===== src/rtl/e203_ifu_flush_halt_ctrl_pkg.sv =====
`default_nettype none
// +----------------------------------------------------------------------------+
// | Module   : e203_ifu_flush_halt_ctrl_pkg                                     |
// | Brief    : Shared PC width, halt-FSM state encodings and flush-target helper|
// | Revision : 1.0                                                              |
// +----------------------------------------------------------------------------+
package e203_ifu_flush_halt_ctrl_pkg;

  localparam int E203_PC_SIZE = 32;

  localparam logic [1:0] E203_IFU_ST_RUN       = 2'd0;
  localparam logic [1:0] E203_IFU_ST_HALT_WAIT = 2'd1;
  localparam logic [1:0] E203_IFU_ST_HALTED    = 2'd2;

  typedef enum logic [1:0] {
    ST_RUN       = E203_IFU_ST_RUN,
    ST_HALT_WAIT = E203_IFU_ST_HALT_WAIT,
    ST_HALTED    = E203_IFU_ST_HALTED
  } halt_st_e;

  // Target wraps modulo 2^E203_PC_SIZE; the carry out is intentionally dropped.
  function automatic logic [E203_PC_SIZE-1:0] flush_target(
    input logic [E203_PC_SIZE-1:0] i_op1,
    input logic [E203_PC_SIZE-1:0] i_op2
  );
    return i_op1 + i_op2;
  endfunction

endpackage
`default_nettype wire


===== src/rtl/e203_ifu_flush_halt_ctrl_if.sv =====
`default_nettype none
// +----------------------------------------------------------------------------+
// | Module   : e203_ifu_flush_halt_ctrl_if                                      |
// | Brief    : Commit/fetch-side signal bundle of the IFU flush/halt responder. |
// |            pipe_flush_pc exists only with E203_FLUSH_PC_BOOST_EN.           |
// | Revision : 1.0                                                              |
// +----------------------------------------------------------------------------+
interface e203_ifu_flush_halt_ctrl_if;
  import e203_ifu_flush_halt_ctrl_pkg::*;

  logic                    pipe_flush_req;
  logic                    pipe_flush_ack;
  logic [E203_PC_SIZE-1:0] pipe_flush_add_op1;
  logic [E203_PC_SIZE-1:0] pipe_flush_add_op2;
`ifdef E203_FLUSH_PC_BOOST_EN
  logic [E203_PC_SIZE-1:0] pipe_flush_pc;
`endif
  logic                    wfi_halt_ifu_req;
  logic                    wfi_halt_ifu_ack;
  logic                    ifu_req_hsked;
  logic                    ifu_rsp_hsked;
  logic                    ifu_req_allow;
  logic                    ifu_rsp_drop;
  logic                    redir_vld;
  logic [E203_PC_SIZE-1:0] redir_pc;

`ifdef E203_FLUSH_PC_BOOST_EN
  modport master (
    output pipe_flush_req, pipe_flush_add_op1, pipe_flush_add_op2, pipe_flush_pc,
    output wfi_halt_ifu_req, ifu_req_hsked, ifu_rsp_hsked,
    input  pipe_flush_ack, wfi_halt_ifu_ack, ifu_req_allow, ifu_rsp_drop,
    input  redir_vld, redir_pc
  );
  modport slave (
    input  pipe_flush_req, pipe_flush_add_op1, pipe_flush_add_op2, pipe_flush_pc,
    input  wfi_halt_ifu_req, ifu_req_hsked, ifu_rsp_hsked,
    output pipe_flush_ack, wfi_halt_ifu_ack, ifu_req_allow, ifu_rsp_drop,
    output redir_vld, redir_pc
  );
`else
  modport master (
    output pipe_flush_req, pipe_flush_add_op1, pipe_flush_add_op2,
    output wfi_halt_ifu_req, ifu_req_hsked, ifu_rsp_hsked,
    input  pipe_flush_ack, wfi_halt_ifu_ack, ifu_req_allow, ifu_rsp_drop,
    input  redir_vld, redir_pc
  );
  modport slave (
    input  pipe_flush_req, pipe_flush_add_op1, pipe_flush_add_op2,
    input  wfi_halt_ifu_req, ifu_req_hsked, ifu_rsp_hsked,
    output pipe_flush_ack, wfi_halt_ifu_ack, ifu_req_allow, ifu_rsp_drop,
    output redir_vld, redir_pc
  );
`endif

endinterface
`default_nettype wire


===== src/rtl/e203_ifu_ostd_cnt.sv =====
`default_nettype none
// +----------------------------------------------------------------------------+
// | Module   : e203_ifu_ostd_cnt                                                |
// | Brief    : Saturating up/down counter with load and next-value output.      |
// | Revision : 1.0                                                              |
// +----------------------------------------------------------------------------+
module e203_ifu_ostd_cnt #(
  parameter  int MAX    = 2,
  parameter  bit CHK_EN = 1'b1,
  localparam int W      = $clog2(MAX + 1)
) (
  input  logic         clk,
  input  logic         rst_n,
  input  logic         i_inc,
  input  logic         i_dec,
  input  logic         i_load,
  input  logic [W-1:0] i_load_val,
  output logic [W-1:0] o_cnt,
  output logic [W-1:0] o_nxt
);

  localparam logic [W-1:0] c_max_val = W'(MAX);

  logic [W-1:0] r_cnt;
  logic [W-1:0] w_nxt;

  always_comb begin
    w_nxt = r_cnt;
    if (i_load) begin
      w_nxt = i_load_val;
    end else if (i_inc && !i_dec && (r_cnt != c_max_val)) begin
      w_nxt = r_cnt + 1'b1;
    end else if (i_dec && !i_inc && (r_cnt != '0)) begin
      w_nxt = r_cnt - 1'b1;
    end
  end

  always_ff @(posedge clk or negedge rst_n) begin
    if (!rst_n) begin
      r_cnt <= '0;
    end else begin
      r_cnt <= w_nxt;
    end
  end

  assign o_cnt = r_cnt;
  assign o_nxt = w_nxt;

  // A net increment at MAX or a net decrement at zero is a handshake protocol error.
  always_ff @(posedge clk) begin
    if (rst_n && CHK_EN && !i_load) begin
      a_no_overflow: assert (!(i_inc && !i_dec && (r_cnt == c_max_val)))
        else $error("e203_ifu_ostd_cnt: increment while at maximum");
      a_no_underflow: assert (!(i_dec && !i_inc && (r_cnt == '0)))
        else $error("e203_ifu_ostd_cnt: decrement while at zero");
    end
  end

endmodule
`default_nettype wire


===== src/rtl/e203_ifu_flush_halt_ctrl.sv =====
`default_nettype none
// +----------------------------------------------------------------------------+
// | Module   : e203_ifu_flush_halt_ctrl                                         |
// | Brief    : IFU responder for commit flush and WFI halt requests.            |
// |            E203_FLUSH_PC_BOOST_EN: redirect loads pipe_flush_pc directly.   |
// | Revision : 1.0                                                              |
// +----------------------------------------------------------------------------+
module e203_ifu_flush_halt_ctrl
  import e203_ifu_flush_halt_ctrl_pkg::*;
#(
  parameter int OSTD_MAX = 2
) (
  input  logic                         clk,
  input  logic                         rst_n,
  e203_ifu_flush_halt_ctrl_if.slave    io_bus
);

  localparam int            CW         = $clog2(OSTD_MAX + 1);
  localparam logic [CW-1:0] c_ostd_max = CW'(OSTD_MAX);

  logic                    w_flush_ack;
  logic [E203_PC_SIZE-1:0] w_flush_tgt;
  logic [CW-1:0]           w_ostd_cnt;
  logic [CW-1:0]           w_ostd_nxt;
  logic [CW-1:0]           w_drop_cnt;
  logic [CW-1:0]           w_drop_nxt_unused;

  logic                    r_redir_vld;
  logic [E203_PC_SIZE-1:0] r_redir_pc;
  halt_st_e                r_state;
  logic                    r_halt_ack;

  assign w_flush_ack = io_bus.pipe_flush_req;

`ifdef E203_FLUSH_PC_BOOST_EN
  logic w_unused_ops;
  assign w_flush_tgt  = io_bus.pipe_flush_pc;
  assign w_unused_ops = ^{io_bus.pipe_flush_add_op1, io_bus.pipe_flush_add_op2};
`else
  assign w_flush_tgt  = flush_target(io_bus.pipe_flush_add_op1, io_bus.pipe_flush_add_op2);
`endif

  e203_ifu_ostd_cnt #(
    .MAX    (OSTD_MAX),
    .CHK_EN (1'b1)
  ) u_ostd_cnt (
    .clk        (clk),
    .rst_n      (rst_n),
    .i_inc      (io_bus.ifu_req_hsked),
    .i_dec      (io_bus.ifu_rsp_hsked),
    .i_load     (1'b0),
    .i_load_val ('0),
    .o_cnt      (w_ostd_cnt),
    .o_nxt      (w_ostd_nxt)
  );

  // Responses arriving while nothing is stale are normal, so no underflow check.
  // The load value excludes any response handshaked in the flush cycle itself.
  e203_ifu_ostd_cnt #(
    .MAX    (OSTD_MAX),
    .CHK_EN (1'b0)
  ) u_drop_cnt (
    .clk        (clk),
    .rst_n      (rst_n),
    .i_inc      (1'b0),
    .i_dec      (io_bus.ifu_rsp_hsked),
    .i_load     (w_flush_ack),
    .i_load_val (w_ostd_nxt),
    .o_cnt      (w_drop_cnt),
    .o_nxt      (w_drop_nxt_unused)
  );

  // A flush in the same cycle as a fetch handshake keeps the redirect pending.
  always_ff @(posedge clk or negedge rst_n) begin
    if (!rst_n) begin
      r_redir_vld <= 1'b0;
      r_redir_pc  <= '0;
    end else if (w_flush_ack) begin
      r_redir_vld <= 1'b1;
      r_redir_pc  <= w_flush_tgt;
    end else if (io_bus.ifu_req_hsked) begin
      r_redir_vld <= 1'b0;
    end
  end

  always_ff @(posedge clk or negedge rst_n) begin
    if (!rst_n) begin
      r_state    <= ST_RUN;
      r_halt_ack <= 1'b0;
    end else begin
      unique case (r_state)
        ST_RUN: begin
          if (io_bus.wfi_halt_ifu_req) begin
            r_state <= ST_HALT_WAIT;
          end
        end
        ST_HALT_WAIT: begin
          if (!io_bus.wfi_halt_ifu_req) begin
            r_state <= ST_RUN;
          end else if (w_ostd_nxt == '0) begin
            r_state    <= ST_HALTED;
            r_halt_ack <= 1'b1;
          end
        end
        ST_HALTED: begin
          if (!io_bus.wfi_halt_ifu_req) begin
            r_state    <= ST_RUN;
            r_halt_ack <= 1'b0;
          end
        end
        default: begin
          r_state    <= ST_RUN;
          r_halt_ack <= 1'b0;
        end
      endcase
    end
  end

  assign io_bus.pipe_flush_ack   = w_flush_ack;
  assign io_bus.wfi_halt_ifu_ack = r_halt_ack;
  assign io_bus.ifu_req_allow    = (r_state == ST_RUN) && (w_ostd_cnt < c_ostd_max);
  assign io_bus.ifu_rsp_drop     = (w_drop_cnt != '0);
  assign io_bus.redir_vld        = r_redir_vld;
  assign io_bus.redir_pc         = r_redir_pc;

endmodule
`default_nettype wire


===== src/flat_wrapper.sv =====
// flat-port wrapper written by rule: the top's interface ports become plain ports
module e203_ifu_flush_halt_ctrl_flat import e203_ifu_flush_halt_ctrl_pkg::*;
#(
  parameter int OSTD_MAX = 2
)
  (clk, rst_n, io_bus_pipe_flush_req, io_bus_pipe_flush_add_op1, io_bus_pipe_flush_add_op2, io_bus_wfi_halt_ifu_req, io_bus_ifu_req_hsked, io_bus_ifu_rsp_hsked, io_bus_pipe_flush_ack, io_bus_wfi_halt_ifu_ack, io_bus_ifu_req_allow, io_bus_ifu_rsp_drop, io_bus_redir_vld, io_bus_redir_pc);
  e203_ifu_flush_halt_ctrl_if io_bus_i ();
  input  logic clk;
  input  logic rst_n;
  input wire logic [$bits(io_bus_i.pipe_flush_req)-1:0] io_bus_pipe_flush_req;
  input wire logic [$bits(io_bus_i.pipe_flush_add_op1)-1:0] io_bus_pipe_flush_add_op1;
  input wire logic [$bits(io_bus_i.pipe_flush_add_op2)-1:0] io_bus_pipe_flush_add_op2;
  input wire logic [$bits(io_bus_i.wfi_halt_ifu_req)-1:0] io_bus_wfi_halt_ifu_req;
  input wire logic [$bits(io_bus_i.ifu_req_hsked)-1:0] io_bus_ifu_req_hsked;
  input wire logic [$bits(io_bus_i.ifu_rsp_hsked)-1:0] io_bus_ifu_rsp_hsked;
  output wire logic [$bits(io_bus_i.pipe_flush_ack)-1:0] io_bus_pipe_flush_ack;
  output wire logic [$bits(io_bus_i.wfi_halt_ifu_ack)-1:0] io_bus_wfi_halt_ifu_ack;
  output wire logic [$bits(io_bus_i.ifu_req_allow)-1:0] io_bus_ifu_req_allow;
  output wire logic [$bits(io_bus_i.ifu_rsp_drop)-1:0] io_bus_ifu_rsp_drop;
  output wire logic [$bits(io_bus_i.redir_vld)-1:0] io_bus_redir_vld;
  output wire logic [$bits(io_bus_i.redir_pc)-1:0] io_bus_redir_pc;
  assign io_bus_i.pipe_flush_req = io_bus_pipe_flush_req;
  assign io_bus_i.pipe_flush_add_op1 = io_bus_pipe_flush_add_op1;
  assign io_bus_i.pipe_flush_add_op2 = io_bus_pipe_flush_add_op2;
  assign io_bus_i.wfi_halt_ifu_req = io_bus_wfi_halt_ifu_req;
  assign io_bus_i.ifu_req_hsked = io_bus_ifu_req_hsked;
  assign io_bus_i.ifu_rsp_hsked = io_bus_ifu_rsp_hsked;
  assign io_bus_pipe_flush_ack = io_bus_i.pipe_flush_ack;
  assign io_bus_wfi_halt_ifu_ack = io_bus_i.wfi_halt_ifu_ack;
  assign io_bus_ifu_req_allow = io_bus_i.ifu_req_allow;
  assign io_bus_ifu_rsp_drop = io_bus_i.ifu_rsp_drop;
  assign io_bus_redir_vld = io_bus_i.redir_vld;
  assign io_bus_redir_pc = io_bus_i.redir_pc;
  e203_ifu_flush_halt_ctrl #(.OSTD_MAX(OSTD_MAX)) u_core (.clk(clk), .rst_n(rst_n), .io_bus(io_bus_i));
endmodule

===== config.mk =====
export PLATFORM = sky130hd
export DESIGN_NAME = e203_ifu_flush_halt_ctrl_flat
export DESIGN_NICKNAME = d
export VERILOG_FILES = /design/src/rtl/e203_ifu_flush_halt_ctrl_pkg.sv /design/src/rtl/e203_ifu_flush_halt_ctrl_if.sv /design/src/rtl/e203_ifu_ostd_cnt.sv /design/src/rtl/e203_ifu_flush_halt_ctrl.sv /design/src/flat_wrapper.sv
export SDC_FILE = /design/constraint.sdc
export NUM_CORES = 1
export LEC_CHECK = 0
export ABC_AREA = 0
export CAP_MARGIN = 20
export CORE_AREA = 2 2 87 89
export DETAILED_ROUTE_END_ITERATION = 8
export DIE_AREA = 0 0 89 91
export PLACE_DENSITY = 0.95
export SYNTH_ARGS = -nofsm -noshare
export SYNTH_HDL_FRONTEND = slang
export SYNTH_HIERARCHICAL = 1
export SYNTH_SLANG_ARGS = --single-unit

===== constraint.sdc =====
create_clock -name clk -period 3.2 [get_ports clk]
set_clock_uncertainty 0.05 [all_clocks]
set_input_delay 0.8 -clock clk [delete_from_list [all_inputs] [get_ports clk]]
set_output_delay 0.8 -clock clk [all_outputs]
set_load 0.1 [all_outputs]

== Word level (Yosys, flattened, before mapping) ==
Cells that the tools add are included.

* Output and inout port bits: 37
* Register bits after elaboration: 40
* Bits of input ports: 70

* Bitwise operators: 1
* Mux-type cells: 15
* Add/subtract/negate cells: 4
* Eq/ne operators: 8
* Reduce and logical (&&, ||, !) cells: 16
* $lt $le $gt $ge: 1

{| class="wikitable"
|+ Operator list
! operator !! number
|-
| adder 32 bit || 1
|-
| 2-to-1 mux 2 bit || 8
|-
| != test 2 bit, second input constant || 4
|-
| nonzero test 2 bit || 4
|-
| logical AND 1 bit || 6
|-
| one-hot mux 2 bit (3 select lines) || 1
|-
| 2-to-1 mux 1 bit || 5
|-
| zero test 2 bit || 2
|-
| AND reduction 4 bit || 1
|-
| subtractor 2 x 1 -> 2 bit, second input constant || 2
|-
| != test 3 x 2 -> 1 bit, second input constant || 1
|-
| one-hot mux 1 bit (3 select lines) || 1
|-
| AND reduction 3 bit || 1
|-
| adder 2 x 1 -> 2 bit, second input constant || 1
|-
| equality test 2 x 1 -> 1 bit, second input constant || 1
|-
| equality test 2 bit, second input constant || 1
|-
| zero test 1 bit || 2
|-
| < comparator 2 bit, second input constant || 1
|-
| != test 2 x 1 -> 1 bit, second input constant || 1
|-
| NOT 1 bit || 1
|}

== Longest topological paths before layout ==
Gate-level depths: netlist of the first run.

* Word-level depth: 9
* Mapped depth: 10
* Gate-level depth less buffers: 10

== Modules after synthesis ==
Netlist of the first run, hierarchy kept.

{| class="wikitable"
|+ Modules (own cells, without submodules)
! module !! area each (um2) !! cells each !! times used !! sequential area each (um2)
|-
| e203_ifu_flush_halt_ctrl || 3358.2 || 399 || 1 || 900.9
|-
| e203_ifu_ostd_cnt || 162.7 || 18 || 2 || 50.0
|}

== Least setup slack after synthesis of the first run ==
Ideal clock, no wire load.

* Kind: reg2out
* Start: register u_core.r_state[0]
* End: output io_bus_ifu_req_allow
* Slack: -116 ps
* Required time: 2350 ps
* Stages on the path, launching flop included: 2
* Path buffers: 0
* Arrival: 2466 ps
* Cell sequence: dfrtp_1 > nor3_1

* Word-level cells in the longest chain between the ends: 2

{| class="wikitable"
|+ RTL lines
! item !! RTL line !! RTL
|-
| start: declaration || e203_ifu_flush_halt_ctrl.sv:30 || <nowiki>halt_st_e r_state;</nowiki>
|-
| start signal: assignment || e203_ifu_flush_halt_ctrl.sv:88 || <nowiki>r_state <= ST_RUN;</nowiki>
|-
| start signal: assignment || e203_ifu_flush_halt_ctrl.sv:94 || <nowiki>r_state <= ST_HALT_WAIT;</nowiki>
|-
| start signal: assignment || e203_ifu_flush_halt_ctrl.sv:99 || <nowiki>r_state <= ST_RUN;</nowiki>
|-
| zero test 2 bit || e203_ifu_flush_halt_ctrl.sv:121 || <nowiki>assign io_bus.ifu_req_allow = (r_state == ST_RUN) && (w_ostd_cnt < c_ostd_max);</nowiki>
|-
| logical AND 1 bit || e203_ifu_flush_halt_ctrl.sv:121 ||
|-
| end: declaration || flat_wrapper.sv:18 || <nowiki>output wire logic [$bits(io_bus_i.ifu_req_allow)-1:0] io_bus_ifu_req_allow;</nowiki>
|}

No other way between the ends.

== Worst setup path after layout of the first run ==
* Start: input io_bus_pipe_flush_add_op1[0]
* End: register u_core.r_redir_pc[30], in the netlist u_core/io_bus.redir_pc[30]

* Word-level cells in the longest chain between the ends: 1

{| class="wikitable"
|+ RTL lines
! item !! RTL line !! RTL
|-
| start: declaration || flat_wrapper.sv:11 || <nowiki>input wire logic [$bits(io_bus_i.pipe_flush_add_op1)-1:0] io_bus_pipe_flush_add_op1;</nowiki>
|-
| adder 32 bit || e203_ifu_flush_halt_ctrl_pkg.sv:26 || <nowiki>return i_op1 + i_op2;</nowiki>
|-
| end signal: assignment || e203_ifu_flush_halt_ctrl.sv:80 || <nowiki>r_redir_pc <= w_flush_tgt;</nowiki>
|-
| end: declaration || e203_ifu_flush_halt_ctrl.sv:29 || <nowiki>logic [E203_PC_SIZE-1:0] r_redir_pc;</nowiki>
|}

No other way between the ends.
A chain may end at the register's enable or synchronous reset.

==> impl_metrics.json, run 1 <==
{
  "post-synth-top-area-cell": "dfrtp_1",
  "min_path_type": "reg2reg",
  "clockRootBuffer": "clkbuf_8",
  "insertion_delay_ps": 310,
  "final.fill_count": 560,
  "yosysWarningCount": 6,
  "multiInputGateArea_mm2": 0.00258,
  "final_max_tran_viols": 0,
  "die_height_um": 91,
  "crit_path_launch_type": "primary input",
  "fin_util_pct": 74.0,
  "violations": "DRC",
  "post_route_cells_drive_above_1_share_pct": 21.9,
  "post_synth_adder_cell_area_pct": 12.4,
  "hold_viol_final": 0,
  "worst_hold_path_endpoint": "u_core/io_bus.redir_pc[18]",
  "starting_density_pct": 51.6,
  "drtAntennaViolNets": 0,
  "finalNetCount": 699,
  "sw_frac_of_total_pct": 53.0,
  "num_vias": 4101,
  "synth_top_family_by_area": "compound AO/OA/AOI/OAI gates",
  "max-cap-violations": 0,
  "crit-reg2reg-capture": "u_core/io_bus.wfi_halt_ifu_ack",
  "routed_via_density": 5.92,
  "max_clock_freq_ghz": 0.320,
  "synth_top_cells_by_area": "dfrtp_1 27%, ha_1 12%, a21oi_1 7.1%, mux2_2 4.0%, o21ai_0 3.9%",
  "post-cts-setup-buffers": 0,
  "area_added_between_synthesis_and_finish_pct": 43.4,
  "total_leakage_power_uw": 0.00237,
  "antenna_violations_before_repair": 0,
  "ctsHoldBuffers": 0,
  "synth_area_per_cell_um2": 8.47,
  "rel_slew_slack_pct": 34.9,
  "synth_cell_types": 62,
  "global_route.usage.total_pct": 29.4,
  "post_cts_resized": 0,
  "grt_pass1_vias": 4082,
  "synth-edff-count": 0,
  "p_per_area_mw_per_mm2": 542,
  "max_slew.worst_pin.slew_ps": 976,
  "cts.reportedPaths.clkPinSlew_ps": 80,
  "tritoncts": "yes",
  "critical_path.endpoint_type": "flop",
  "ir_worst_vdd_v": 0.000474,
  "wire_per_inst_um": 16.8,
  "internal_power_uw": 1340,
  "async_flop_share_pct": 100,
  "die_area_mm2": 0.00810,
  "grt_pass1_wl_um": 19000,
  "drcViolationCount": 1,
  "synth_mux_area_share_pct": 5.60,
  "htree_levels": 2,
  "final.period_utilization_pct": 97.7,
  "maximum_number_of_pins_on_one_net_before_global_route_repair": 41,
  "drt_wl_total_um": 11700,
  "fin_ws_ps": 74.3,
  "worst_ep_required_time_ps": 3360,
  "dieWidth_um": 89,
  "r2r.worst_path.cells": 10,
  "pwr-share-clk_pct": 13.2,
  "cts_made_buffers": 5,
  "sequential_power_share_pct": 24.2,
  "drt_first_iter_violations": 383,
  "numPortBuffers": 106,
  "placementRows": 31,
  "synth.cell_area_mm2": 0.00368,
  "worstReg2RegStart": "u_core/u_ostd_cnt/o_cnt[1]",
  "min_delay_path_depth": 2,
  "instance_area_at_placement_mm2": 0.00517,
  "clock_path_buffers": 2,
  "io_pins": 107,
  "ys_ff_latch": 40,
  "pre_cts_slack_ps": -304,
  "grt-ovfl-total": 0,
  "timing.critical_path.fanout_max": 6,
  "worstPathArrival_ps": 3290,
  "sequential_cell_area_mm2": 0.00100,
  "detail_route.first_pass.iterations": 9,
  "design.core.area_mm2": 0.00714,
  "shortest_clock_period_the_worst_path_allows_after_layout_ps": 3130,
  "p_comb_share_pct": 62.6,
  "synth_seq_area_share_pct": 27.2,
  "place_congestion": 0.921,
  "antenna_cells_inserted": 0,
  "post_synth_and_or_nand_nor_area_fraction_pct": 15.5,
  "power.switching_uw": 1520,
  "synthCells": 435,
  "synth_top_flop_cell": "dfrtp_1",
  "reg2reg_setup_slack_ps": 810,
  "run_status": "finished with violations",
  "synthXorXnorAreaFrac_pct": 4.28,
  "synth_compound_gate_area_share_pct": 30.7,
  "clock_sink_count": 40,
  "layout.cell_area.non_filler_mm2": 0.00528,
  "setup.worst_path.class": "in2reg",
  "detailed_place_hpwl_um": 9240,
  "setup-violations-final": 0,
  "synth_top_area_share_pct": 27.2,
  "hp-start": "u_core/io_bus.redir_pc[18]"
}
## final cells by class
type                    instances  share of cell area, %
flip-flops and latches         40                   19.0
repair buffers                165                   26.8
well taps                      99                   2.35
multi-input cells             364                   48.9
clock buffers                   6                   1.56
clock inverters                 2                  0.284
inverters                      17                   1.21
## flip-flops by register name (all words and copies together) (netlist names)
signal and count:
u_core/u_ostd_cnt/o_cnt 2, u_core/io_bus.redir_vld 1, u_core/io_bus.redir_pc 32, u_core/io_bus.wfi_halt_ifu_ack 1
u_core/u_drop_cnt/o_cnt 2, u_core/r_state 2
## layer usage
layer  global-route usage, %  routed length (um)  up-vias
met5                       0                   0        -
met2                    50.1                5850      194
met1                    38.9                4730     1928
met3                    4.18                 866       25
met4                    7.09                 213        0
li1                        -                   -     1954
## kinds of logic after synthesis
logic type | Yosys count
fa+ha+maj | 36
mux | 19
other cells | 1
buf+inv | 40
xor+xnor | 18
flops | 40
compound gates | 169
simple gates | 112
## cells in the mapped netlist (2+ instances only)
library cell	n
nor3_1	8
a211oi_1	7
xnor2_1	12
o21ba_2	2
a21oi_1	52
nand2b_1	4
a221oi_1	2
a221o_1	2
a2111o_1	5
mux2i_1	6
o31ai_1	5
o211a_1	3
a21boi_0	4
a211o_1	2
nand3_1	10
nor3b_1	5
a41oi_1	2
or3b_1	3
o21ai_0	29
o311ai_1	2
a21o_1	12
ha_1	35
or4_1	2
clkbuf_1	18
and3_1	3
buf_1	2
nand2_1	29
o21bai_1	4
dfrtp_1	40
mux2_2	13
o211ai_1	10
nand4_1	9
nor2_1	24
nor2b_1	4
nor4_1	2
inv_1	17
xor2_1	6
o311ai_0	4
o22ai_1	2
o2111ai_1	2
o21a_1	9
or2_2	3
## metrics by stage
step                hold slack, ps  cells  TNS (ps)  power [uW]
global placement               419    685     -1510        2430
floorplan                      454    444         0        1950
detailed placement             420    685     -2550        2470
CTS                            439    693         0        2850
global route                   462    693     -19.8        3000
finish                         440    693         0        2860
## worst max-delay path by stage
stage,startpoint,endpoint,slack (ps),cells past startpoint
after floorplan,io_bus_pipe_flush_add_op1[0],u_core/io_bus.redir_pc[22],320,8
after global placement,io_bus_pipe_flush_add_op1[0],u_core/io_bus.redir_pc[20],-230,9
after detailed placement,io_bus_pipe_flush_add_op1[0],u_core/io_bus.redir_pc[14],-300,10
after CTS,io_bus_pipe_flush_add_op1[0],u_core/io_bus.redir_pc[20],10,9
after global routing,io_bus_pipe_flush_add_op2[0],u_core/io_bus.redir_pc[18],-20,10
final,io_bus_pipe_flush_add_op1[0],u_core/io_bus.redir_pc[30],70,9
## critical path, cell delays in order
cell             delay (ps)
clkdlybuf4s50_1         460
ha_1                    200
fa_1                    230
a211oi_2                100
o211a_4                 270
or3b_1                  370
a311o_1                 370
a2111o_1                410
o221ai_1                 70
## cells in the final DEF, fill, tap and decap left out, types with 3 or more instances in the layout
master	instances
clkdlybuf4s50_1	67
inv_1	17
a21oi_1	52
o311ai_0	3
mux2_2	13
dfrtp_1	40
or2_2	3
nand2b_1	4
ha_1	35
xor2_1	6
buf_4	95
o21ai_0	29
clkbuf_8	6
o31ai_1	5
o211ai_1	10
nor2b_1	4
nand3_1	10
mux2i_1	6
and3_1	3
o21bai_1	3
or3b_1	3
a21o_1	12
nor3b_1	5
nand2_1	29
nand4_1	9
a21boi_0	4
a2111o_1	5
a211oi_1	6
xnor2_1	12
o311ai_1	3
nor3_1	7
nor2_1	24
conb_1	10
o21a_1	9
## power by group through the flow
stage	Clock [uW]	Sequential (uW)	Combinational [uW]
6_report	377	692	1790
5_1_grt	404	706	1890
4_1_cts	383	691	1780
3_5_place_dp	0	701	1770
3_3_place_gp	0	693	1740
2_1_floorplan	0	1380	577
Note: power is estimated with default switching activity, not from simulation.
==> run 2, diff against run 1 <==
- PLACE_DENSITY: 0.95 -> 0.83
==> run 2 against run 1 <==
Compared with the run above: the flow now finishes without violations; critical path depth is the same; setup slack gained 20 ps; total power grew 2.5%; first-iteration DRC count shrank 43%; hold slack gained 13 ps; wire length shrank 4.1%; combinational power is essentially flat; global-route usage shrank 1.1 points; clock-buffer cell count is the same; design area grew 0.59%; fmax grew 0.64%; largest power group unchanged.
==> impl_metrics.json, run 2 (synthesized netlist as in run 1, its figures left out) <==
{
  "global_route.usage.total_pct": 28.3,
  "crit_path_cell_trace": "clkdlybuf4s50_1 > ha_1 > fa_1 > a211oi_2 > o211a_4 > o211a_1 > o21ai_0 > a2111o_1 > o311ai_0",
  "clock_sink_count": 40,
  "routed_via_density": 5.80,
  "area_added_between_synthesis_and_finish_pct": 44.2,
  "place_congestion": 0.926,
  "total_leakage_power_uw": 0.00239,
  "hold_viol_final": 0,
  "multiInputGateArea_mm2": 0.00258,
  "place.detailed.instances": 686,
  "num_vias": 4024,
  "max_slew.worst_pin.slew_ps": 948,
  "final_max_tran_viols": 0,
  "max-cap-violations": 0,
  "ctsHoldBuffers": 0,
  "timing.critical_path.fanout_max": 6,
  "layout.cells.most_common": "buf_4",
  "cp_num_buf_inv": 1,
  "largest_register_ffs": 32,
  "antenna_violations_before_repair": 0,
  "crit_path_launch_type": "primary input",
  "grt-ovfl-total": 0,
  "insertion_delay_ps": 300,
  "final.period_utilization_pct": 97.1,
  "maximum_number_of_pins_on_one_net_before_global_route_repair": 41,
  "critical_path.endpoint_type": "flop",
  "setup-violations-final": 0,
  "mostFrequentLayoutCells": "96 x buf_4, 67 x clkdlybuf4s50_1, 51 x a21oi_1",
  "io_pins": 107,
  "shortest_clock_period_the_worst_path_allows_after_layout_ps": 3110,
  "dieWidth_um": 89,
  "slowest_delay_ps": 440,
  "final-instance-count-excl-fill": 694,
  "cp_slowest_cell": "a2111o_1",
  "sequential_cell_area_mm2": 0.00100,
  "run_status": "finished clean",
  "cts.reportedPaths.clkPinSlew_ps": 90,
  "drcViolationCount": 0,
  "min_path_type": "reg2reg",
  "htree_levels": 2,
  "detailed_place_hpwl_um": 8920,
  "starting_density_pct": 51.6,
  "ir_worst_vdd_v": 0.000352,
  "layout.cell_area.non_filler_mm2": 0.00531,
  "drt_first_iter_violations": 220,
  "worst_ep_required_time_ps": 3330,
  "instance_area_at_placement_mm2": 0.00517,
  "die_area_mm2": 0.00810,
  "antenna_cells_inserted": 0,
  "grt_pass1_wl_um": 18200,
  "numPortBuffers": 106,
  "finalNetCount": 700,
  "tritoncts": "yes",
  "final.fill_count": 566,
  "drt_wl_total_um": 11200,
  "detail_route.first_pass.iterations": 5,
  "cts_made_buffers": 5,
  "setup.worst_path.class": "in2reg",
  "rel_slew_slack_pct": 36.8,
  "grt_setup_unrepaired": "false",
  "max_clock_freq_ghz": 0.322,
  "grt_pass1_vias": 4022,
  "design.core.area_mm2": 0.00714,
  "die_height_um": 91,
  "drtAntennaViolNets": 0,
  "p_per_area_mw_per_mm2": 552,
  "worstPathArrival_ps": 3230,
  "post_route_cells_drive_above_1_share_pct": 22.0,
  "clockRootBuffer": "clkbuf_8",
  "critical_path.top_delay_family": "compound AO/OA/AOI/OAI gates",
  "placementRows": 31,
  "clock_path_buffers": 2,
  "wire_per_inst_um": 16.1
}
run 2: changes by cell type in the layout (fill, tap and decap cells not counted), sizes merged:
cell / delta
buf: +1
clkinv: +1
clkinvlp: -2
bufinv: +1
run 2: power by group:
part / switching [uW] / internal (uW) / total (uW)
sequential: 72.4 / 616 / 688
clock: 199 / 255 / 454
combinational: 1230 / 555 / 1790
run 2: worst paths after layout:
kind	start	end	cells after the start	slack, ps
max	io_bus_pipe_flush_add_op1[0]	u_core/io_bus.redir_pc[20]	9	90
min	u_core/io_bus.redir_pc[8]	u_core/io_bus.redir_pc[8]	1	450
min reg2reg	u_core/io_bus.redir_pc[8]	u_core/io_bus.redir_pc[8]	1	450
max reg2reg	u_core/u_ostd_cnt/o_cnt[1]	u_core/io_bus.wfi_halt_ifu_ack	10	840
min in group asynchronous	rst_n	u_core/io_bus.redir_pc[27]	1	590
max in group asynchronous	rst_n	u_core/io_bus.redir_vld	1	1930
run 2: area by class of cell:
class	count	share of cell area [%]
multi-input cells	364	48.6
flip-flops and latches	40	18.8
well taps	99	2.33
repair buffers	166	26.8
inverters	17	1.20
clock inverters	2	0.730
clock buffers	6	1.55
run 2: repair_timing:
item	CTS	global route
setup buffers	0	0
pin swaps	0	1
endpoints found under the setup margin	1	5
gates resized for setup	1	2
cloned	0	0
run 2: per-stage QoR:
stage	util [%]	hold WS (ps)	power [uW]	setup slack (ps)	TNS (ps)
final	74.4	453	2930	94.1	0
after global routing	74.4	468	3070	12.2	0
after CTS	74.3	458	2930	16.5	0
after detailed placement	72.5	438	2470	-357	-2250
after global placement	72.5	419	2440	-221	-1340
after floorplan	-	454	1950	317	0
run 2: routing by layer:
layer  track usage (%)  wire, um  up-vias
li1                  -         -     1962
met1              36.3      4890     1884
met2              47.5      5440      156
met3              4.36       660       22
met4              10.3       183        0
met5                 0         0        -
